`config.mk`:
```
export PLATFORM = sky130hd
export DESIGN_NAME = reservation_station
export DESIGN_NICKNAME = d
export VERILOG_FILES = /design/src/rtl/reservation_station.sv
export SDC_FILE = /design/constraint.sdc
export NUM_CORES = 2
export LEC_CHECK = 0
export BUFFER_PORTS_ARGS = -buffer_cell sky130_fd_sc_hd__buf_2
export CELL_PAD_IN_SITES_DETAIL_PLACEMENT = 2
export CELL_PAD_IN_SITES_GLOBAL_PLACEMENT = 2
export CORE_MARGIN = 10
export CORE_UTILIZATION = 40
export CTS_CLUSTER_SIZE = 20
export DETAILED_ROUTE_END_ITERATION = 8
export PLACE_DENSITY = 0.86
export RECOVER_POWER = 25
export SLEW_MARGIN = 5
export SYNTH_ARGS = -nofsm -noshare
export SYNTH_HDL_FRONTEND = slang
export SYNTH_SLANG_ARGS = --single-unit
```
`constraint.sdc`:
```
create_clock -name clk -period 59.4 [get_ports clk]
set_input_delay 8.91 -clock clk [delete_from_list [all_inputs] [get_ports clk]]
set_output_delay 8.91 -clock clk [all_outputs]
set_load 0.01 [all_outputs]
```
`src/rtl/reservation_station.sv`:
```
// Tomasulo ALU reservation station: buffers issued ops until both operands resolve, then dispatches.
// Optional RS_ISSUE_BYPASS_EN: operands issued while their tag is on a CDB are captured at issue.
module reservation_station #(
   parameter int unsigned RS_SIZE       = 8,
   parameter int unsigned RS_SIZE_WIDTH = 3,
   parameter int unsigned ROB_WIDTH     = 4,
   parameter int unsigned OP_WIDTH      = 6
) (
   input  logic                     clk,
   input  logic                     rst,
   input  logic                     rdy,
   input  logic                     clear,
   input  logic                     inst_valid,
   input  logic [OP_WIDTH-1:0]      inst_op,
   input  logic [31:0]              inst_vj,
   input  logic [31:0]              inst_vk,
   input  logic [ROB_WIDTH-1:0]     inst_qj,
   input  logic [ROB_WIDTH-1:0]     inst_qk,
   input  logic                     inst_qj_has,
   input  logic                     inst_qk_has,
   input  logic [31:0]              inst_imm,
   input  logic [31:0]              inst_pc,
   input  logic [ROB_WIDTH-1:0]     inst_rob_id,
   output logic                     full,
   output logic [RS_SIZE-1:0]       busy,
   output logic [RS_SIZE-1:0]       ready,
   input  logic [RS_SIZE_WIDTH-1:0] free_rs_line,
   input  logic                     has_exe_rs_line,
   input  logic [RS_SIZE_WIDTH-1:0] exe_rs_line,
   input  logic                     cdb_alu_valid,
   input  logic [ROB_WIDTH-1:0]     cdb_alu_rob_id,
   input  logic [31:0]              cdb_alu_value,
   input  logic                     cdb_lsb_valid,
   input  logic [ROB_WIDTH-1:0]     cdb_lsb_rob_id,
   input  logic [31:0]              cdb_lsb_value,
   output logic                     alu_valid,
   output logic [OP_WIDTH-1:0]      alu_op,
   output logic [31:0]              alu_vj,
   output logic [31:0]              alu_vk,
   output logic [31:0]              alu_imm,
   output logic [31:0]              alu_pc,
   output logic [ROB_WIDTH-1:0]     alu_rob_id
);

   logic [RS_SIZE-1:0]   busy_q, qj_has_q, qk_has_q;
   logic [OP_WIDTH-1:0]  op_q     [RS_SIZE];
   logic [31:0]          vj_q     [RS_SIZE];
   logic [31:0]          vk_q     [RS_SIZE];
   logic [31:0]          imm_q    [RS_SIZE];
   logic [31:0]          pc_q     [RS_SIZE];
   logic [ROB_WIDTH-1:0] qj_q     [RS_SIZE];
   logic [ROB_WIDTH-1:0] qk_q     [RS_SIZE];
   logic [ROB_WIDTH-1:0] rob_id_q [RS_SIZE];

   logic        issue;
   logic [31:0] iss_vj, iss_vk;
   logic        iss_qj_has, iss_qk_has;

   assign busy  = busy_q;
   assign ready = busy_q & ~qj_has_q & ~qk_has_q;
   assign full  = &busy_q;
   assign issue = inst_valid & ~full;

   always_comb begin
      iss_vj     = inst_vj;
      iss_vk     = inst_vk;
      iss_qj_has = inst_qj_has;
      iss_qk_has = inst_qk_has;
`ifdef RS_ISSUE_BYPASS_EN
      if (inst_qj_has && cdb_alu_valid && cdb_alu_rob_id == inst_qj) begin
         iss_vj     = cdb_alu_value;
         iss_qj_has = 1'b0;
      end else if (inst_qj_has && cdb_lsb_valid && cdb_lsb_rob_id == inst_qj) begin
         iss_vj     = cdb_lsb_value;
         iss_qj_has = 1'b0;
      end
      if (inst_qk_has && cdb_alu_valid && cdb_alu_rob_id == inst_qk) begin
         iss_vk     = cdb_alu_value;
         iss_qk_has = 1'b0;
      end else if (inst_qk_has && cdb_lsb_valid && cdb_lsb_rob_id == inst_qk) begin
         iss_vk     = cdb_lsb_value;
         iss_qk_has = 1'b0;
      end
`endif
   end

   always_ff @(posedge clk or posedge rst) begin
      if (rst) begin
         busy_q     <= '0;
         qj_has_q   <= '0;
         qk_has_q   <= '0;
         alu_valid  <= 1'b0;
         alu_op     <= '0;
         alu_vj     <= '0;
         alu_vk     <= '0;
         alu_imm    <= '0;
         alu_pc     <= '0;
         alu_rob_id <= '0;
         for (int i = 0; i < RS_SIZE; i++) begin
            op_q[i]     <= '0;
            vj_q[i]     <= '0;
            vk_q[i]     <= '0;
            imm_q[i]    <= '0;
            pc_q[i]     <= '0;
            qj_q[i]     <= '0;
            qk_q[i]     <= '0;
            rob_id_q[i] <= '0;
         end
      end else if (clear) begin
         busy_q    <= '0;
         alu_valid <= 1'b0;
      end else if (rdy) begin
         // Wakeup: both CDBs snooped in parallel; the ROB keeps their tags distinct.
         for (int i = 0; i < RS_SIZE; i++) begin
            if (busy_q[i] && qj_has_q[i]) begin
               if (cdb_alu_valid && cdb_alu_rob_id == qj_q[i]) begin
                  vj_q[i]     <= cdb_alu_value;
                  qj_has_q[i] <= 1'b0;
               end else if (cdb_lsb_valid && cdb_lsb_rob_id == qj_q[i]) begin
                  vj_q[i]     <= cdb_lsb_value;
                  qj_has_q[i] <= 1'b0;
               end
            end
            if (busy_q[i] && qk_has_q[i]) begin
               if (cdb_alu_valid && cdb_alu_rob_id == qk_q[i]) begin
                  vk_q[i]     <= cdb_alu_value;
                  qk_has_q[i] <= 1'b0;
               end else if (cdb_lsb_valid && cdb_lsb_rob_id == qk_q[i]) begin
                  vk_q[i]     <= cdb_lsb_value;
                  qk_has_q[i] <= 1'b0;
               end
            end
         end

         alu_valid <= has_exe_rs_line;
         if (has_exe_rs_line) begin
            alu_op              <= op_q[exe_rs_line];
            alu_vj              <= vj_q[exe_rs_line];
            alu_vk              <= vk_q[exe_rs_line];
            alu_imm             <= imm_q[exe_rs_line];
            alu_pc              <= pc_q[exe_rs_line];
            alu_rob_id          <= rob_id_q[exe_rs_line];
            busy_q[exe_rs_line] <= 1'b0;
         end

         // Issue line is non-busy, so it never collides with the dispatch or a wakeup.
         if (issue) begin
            busy_q[free_rs_line]   <= 1'b1;
            op_q[free_rs_line]     <= inst_op;
            vj_q[free_rs_line]     <= iss_vj;
            vk_q[free_rs_line]     <= iss_vk;
            qj_q[free_rs_line]     <= inst_qj;
            qk_q[free_rs_line]     <= inst_qk;
            qj_has_q[free_rs_line] <= iss_qj_has;
            qk_has_q[free_rs_line] <= iss_qk_has;
            imm_q[free_rs_line]    <= inst_imm;
            pc_q[free_rs_line]     <= inst_pc;
            rob_id_q[free_rs_line] <= inst_rob_id;
         end
      end
   end

endmodule

```
-- Word-level counts from Yosys, hierarchy flattened
Index checks and enable logic that the tools add are counted.
- bits in registers: 1331
- output and inout port bits: 156
- bitwise gates (word level): 12
- reductions and logical operators: 56
- muxes and demuxes: 210
- equal/unequal tests: 32
- $lt $le $gt $ge: 7
- operators with widths (cell ; number):
    $mux 32 ; 89
    $bwmux 256 ; 4
    $mux 256 ; 2
    $bmux 32 s3 ; 4
    $eq 4x4->1 ; 32
    $bwmux 32 ; 3
    $demux 32 s3 ; 1
    $mux 1 ; 84
    $mux 8 ; 8
    $logic_and 1x1->1 ; 51
    $bwmux 48 ; 1
    $and 8x8->8 ; 3
    $not 8->8 ; 3
    $bmux 6 s3 ; 1
    $demux 6 s3 ; 1
    $mux 6 ; 3
    $bwmux 8 ; 2
    $bmux 4 s3 ; 1
    $demux 4 s3 ; 1
    $mux 4 ; 3
    $ge 4x4->1 const B ; 2
    $lt 3x4->1 const B ; 2
    $not 3->4 ; 2
    $or 8x8->8 ; 1
    other kinds (9) ; 13

-- Longest topological paths before layout
- depth in word-level cells: 13
- mapped depth: 10
- gate-level depth less buffers: 6

-- Least setup slack after synthesis
OpenSTA, ideal clock, no wires.
- path kind: input to register
- start point: input cdb_alu_rob_id[1]
- end point: register vj_q[37] in the netlist's numbering
- library setup time: 0.126 ns
- slack: 48.481 ns
- data arrival time: 10.793 ns
- required time: 59.274 ns
- stages on the path: 9
- path through: buf_2 -> buf_2 -> xor2_1 -> nor4_1 -> buf_2 -> buf_2 -> mux2i_1 -> nor2_1 -> a221o_1
- longest elaborated chain between the ends: 8
- RTL lines (element ; RTL line ; text):
    start: declaration ; 31 ; input logic [ROB_WIDTH-1:0] cdb_alu_rob_id,
    $eq 4x4->1 * ; 116 ; if (cdb_alu_valid && cdb_alu_rob_id == qj_q[i]) begin
    $logic_and 1x1->1 * ; 116 ;
    $mux 32 * ; 116 ;
    $mux 32 * ; 115 ; if (busy_q[i] && qj_has_q[i]) begin
    $mux 32 * ; 112 ; end else if (rdy) begin
    $mux 32 * ; 109 ; end else if (clear) begin
    $bwmux 256 ; 150 ; vj_q[free_rs_line] <= iss_vj;
    $mux 256 * ; 147 ; if (issue) begin
    end signal: indexed assignment ; 117 ; vj_q[i] <= cdb_alu_value;
    end signal: indexed assignment ; 120 ; vj_q[i] <= cdb_lsb_value;
    end signal: indexed assignment ; 150 ;
    end: declaration ; 47 ; logic [31:0] vj_q [RS_SIZE];
Every way passes the cells marked *; elsewhere a longest branch is shown, timed or not. The select of a mux whose other input is x is not followed.
A chain may end at the register's enable or synchronous reset.

==> results.sh <==
export IMPL_outcome="complete, but fails checks"
export IMPL_violations="max-capacitance violations, max-slew violations"
export IMPL_synthDistinctLibCells=67
export IMPL_ys_async_sr_fraction=1.00
export IMPL_hold_path_class="register to register"
export IMPL_drtIter0Drc=7978
export IMPL_whs_path_depth=2
export IMPL_synth_cells=7155
export IMPL_grt_pass1_wl_um=478000
export IMPL_drc=0
export IMPL_drt_total_wl_um=339000
export IMPL_cts_made_buffers=156
export IMPL_gr_usage_all_layers=0.337
export IMPL_r2r_cells=9
export IMPL_hpwl_um=180000
export IMPL_htreeDepth=4
export IMPL_multiInputGateArea_mm2=0.0320
export IMPL_start_util=0.403
export IMPL_drive_gt1_frac=0.135
export IMPL_syn_to_final_growth_pct=11.7
export IMPL_avgViaCountPerCell=6.71
export IMPL_ctsRootBufferMaster="clkbuf_16"
export IMPL_crit_type="primary input to asynchronous set/reset pin"
export IMPL_clock_sinks=1331
export IMPL_postLayoutCoreUtil=0.450
export IMPL_cp_data_arrival_time_ns=18.32
export IMPL_synth_fp_nets=7389
export IMPL_portBuffers=389
export IMPL_nNetsFinal=7272
export IMPL_finalHoldViolations=0
export IMPL_maxCapViolCount=24
export IMPL_powerDensity_mw_per_mm2=35.4
export IMPL_totalPowerFinal_mw=2.70
export IMPL_clkTransAtPathRegs_ns=0.06
export IMPL_synth_warnings=0
export IMPL_drv_slew=1099
export IMPL_avgSynthCellArea_um2=9.57
export IMPL_layout_area_seq_mm2=0.0333
export IMPL_antenna_left=0
export IMPL_synth_top_area_share=0.486
export IMPL_use_met1=0.394
export IMPL_synth_area_top_cells="dfrtp_1 (49%), nand2_1 (15%), mux4_2 (9.1%), mux2i_1 (6.1%), a221o_1 (5.5%)"
export IMPL_seq_area_frac_synth=0.486
export IMPL_die_w_um=434
export IMPL_antenna_found_initial=104
export IMPL_dr_pass1_iters=7
export IMPL_coreArea_mm2=0.170
export IMPL_place_congestion=0.857
export IMPL_fin_skew_ns=0.0583
export IMPL_end_kind="asynchronous set/reset pin"
export IMPL_p_leak_nw=34.7
export IMPL_tns_ns=0
export IMPL_overflow=0
export IMPL_synth_common_cells="nand2_1 (2,700), dfrtp_1 (1,331), clkbuf_1 (429)"
export IMPL_grt_max_degree=176
export IMPL_cts_hold_buf=0
export IMPL_max_slew_margin=-2.65
export IMPL_rsz0062_at_grt="no"
export IMPL_post_place_ws_ns=45.15
export IMPL_finalSetupViolations=0
export IMPL_ios=390
export IMPL_cts_resized=0
export IMPL_crit_fanout=113
export IMPL_cts_tree="built"
export IMPL_required_ns=60.20
export IMPL_clockBufferDepth=3
export IMPL_ir_drop_uv=24.2
export IMPL_ys_seq_elements=1331
export IMPL_met2_usage=0.543
export IMPL_worstSetupStartpointType="primary input"
export IMPL_worstMarginPinSlew_ns=5.44
export IMPL_die_y_um=434
export IMPL_grt_busiest_layer="met2"
export IMPL_ys_flop_type="dfrtp_1"
export IMPL_postCtsSetupBuffers=0
export IMPL_yosys_area_top_type="dfrtp_1"
export IMPL_num_fill_cells=17700
export IMPL_fin_ws_ns=41.88
export IMPL_fmaxAchievable_mhz=57.1
export IMPL_fin_crit_sh=0.295
export IMPL_fp_row_count=151
export IMPL_grt_pass1_vias=70700
export IMPL_dieArea_mm2=0.188
export IMPL_grtUsageMet3=0.0747
export IMPL_vias=63400
export IMPL_clock_latency_ns=0.86
export IMPL_synth_edff_count=0
export IMPL_wl_per_cell_um=35.9
export IMPL_syn_area_mm2=0.0685
export IMPL_finalCriticalPeriod_ns=17.52
export IMPL_synth_most_common_cell="nand2_1"
critical path: stages:
cell and delay, ns:
buf_2 0.10, clkinvlp_2 2.98, clkbuf_1 2.43, buf_4 1.09, buf_4 0.76, buf_4 0.91
buf_4 0.93
registers in the layout, summed over array words and instances, names as in the netlist, 48 cells and up:
signal  cells
vk_q      256
op_q       48
imm_q     256
pc_q      256
vj_q      256
cell usage in the layout (no fill, tap or decap), types with 156 or more instances in the layout:
cell,n
o21ai_0,185
mux2i_1,416
clkbuf_1,209
nand2_1,2696
buf_2,241
a21oi_1,199
mux4_2,276
a221o_1,376
clkbuf_16,156
dfrtp_1,1331
nor2_1,205
layer usage:
layer  part of all wire  routed length [um]  vias up
met5            0.00083                 280        -
li1                   -                   -    24300
met1               0.36              121000    33200
met2               0.47              158000     4243
met3              0.094               32000     1542
met4              0.081               27700       42
kinds of logic after synthesis:
group | count (synthesis) | share of synthesized area
AOI/OAI and AO/OA | 1064 | 0.120
xor gates and xnor gates | 119 | 0.0152
buffers and inverters | 872 | 0.0524
DFF | 1331 | 0.486
muxes | 693 | 0.152
and+or+nand+nor | 3076 | 0.174
layout make-up:
cell class,instances,area share
sequential,1331,0.436
inverter,74,0.00365
clock inverter,42,0.00774
clock buffer,237,0.0598
antenna,77,0.00252
timing repair buffer,523,0.0360
multi-input combinational,4952,0.418
tap,2218,0.0363
stage by stage:
stage	area (um2)	hold WS [ns]	cells
after global routing	76400	0.486	9446
final	76400	0.466	9454
after floorplan	68500	0.434	7155
after CTS	76600	0.471	9377
after global placement	71400	0.444	9098
after detailed placement	71400	0.457	9098
path summary, 6_finish.rpt:
kind,startpoint,endpoint,slack [ns]
max reg2reg,busy[5],qj_has_q[1],52.54
min in group asynchronous,rst,alu_vj[19],9.73
max,rst,alu_imm[22],41.88
max in group clk,rdy,alu_rob_id[1],43.16
min reg2reg,rob_id_q[1],rob_id_q[1],0.47
min,rob_id_q[1],rob_id_q[1],0.47
power by group:
group	internal, mW	leakage [nW]	switching [mW]
Combinational	0.196	15.9	0.312
Sequential	1.06	16.3	0.124
Clock	0.565	2.53	0.446
No activity file was read; power rests on OpenSTA's default activity.
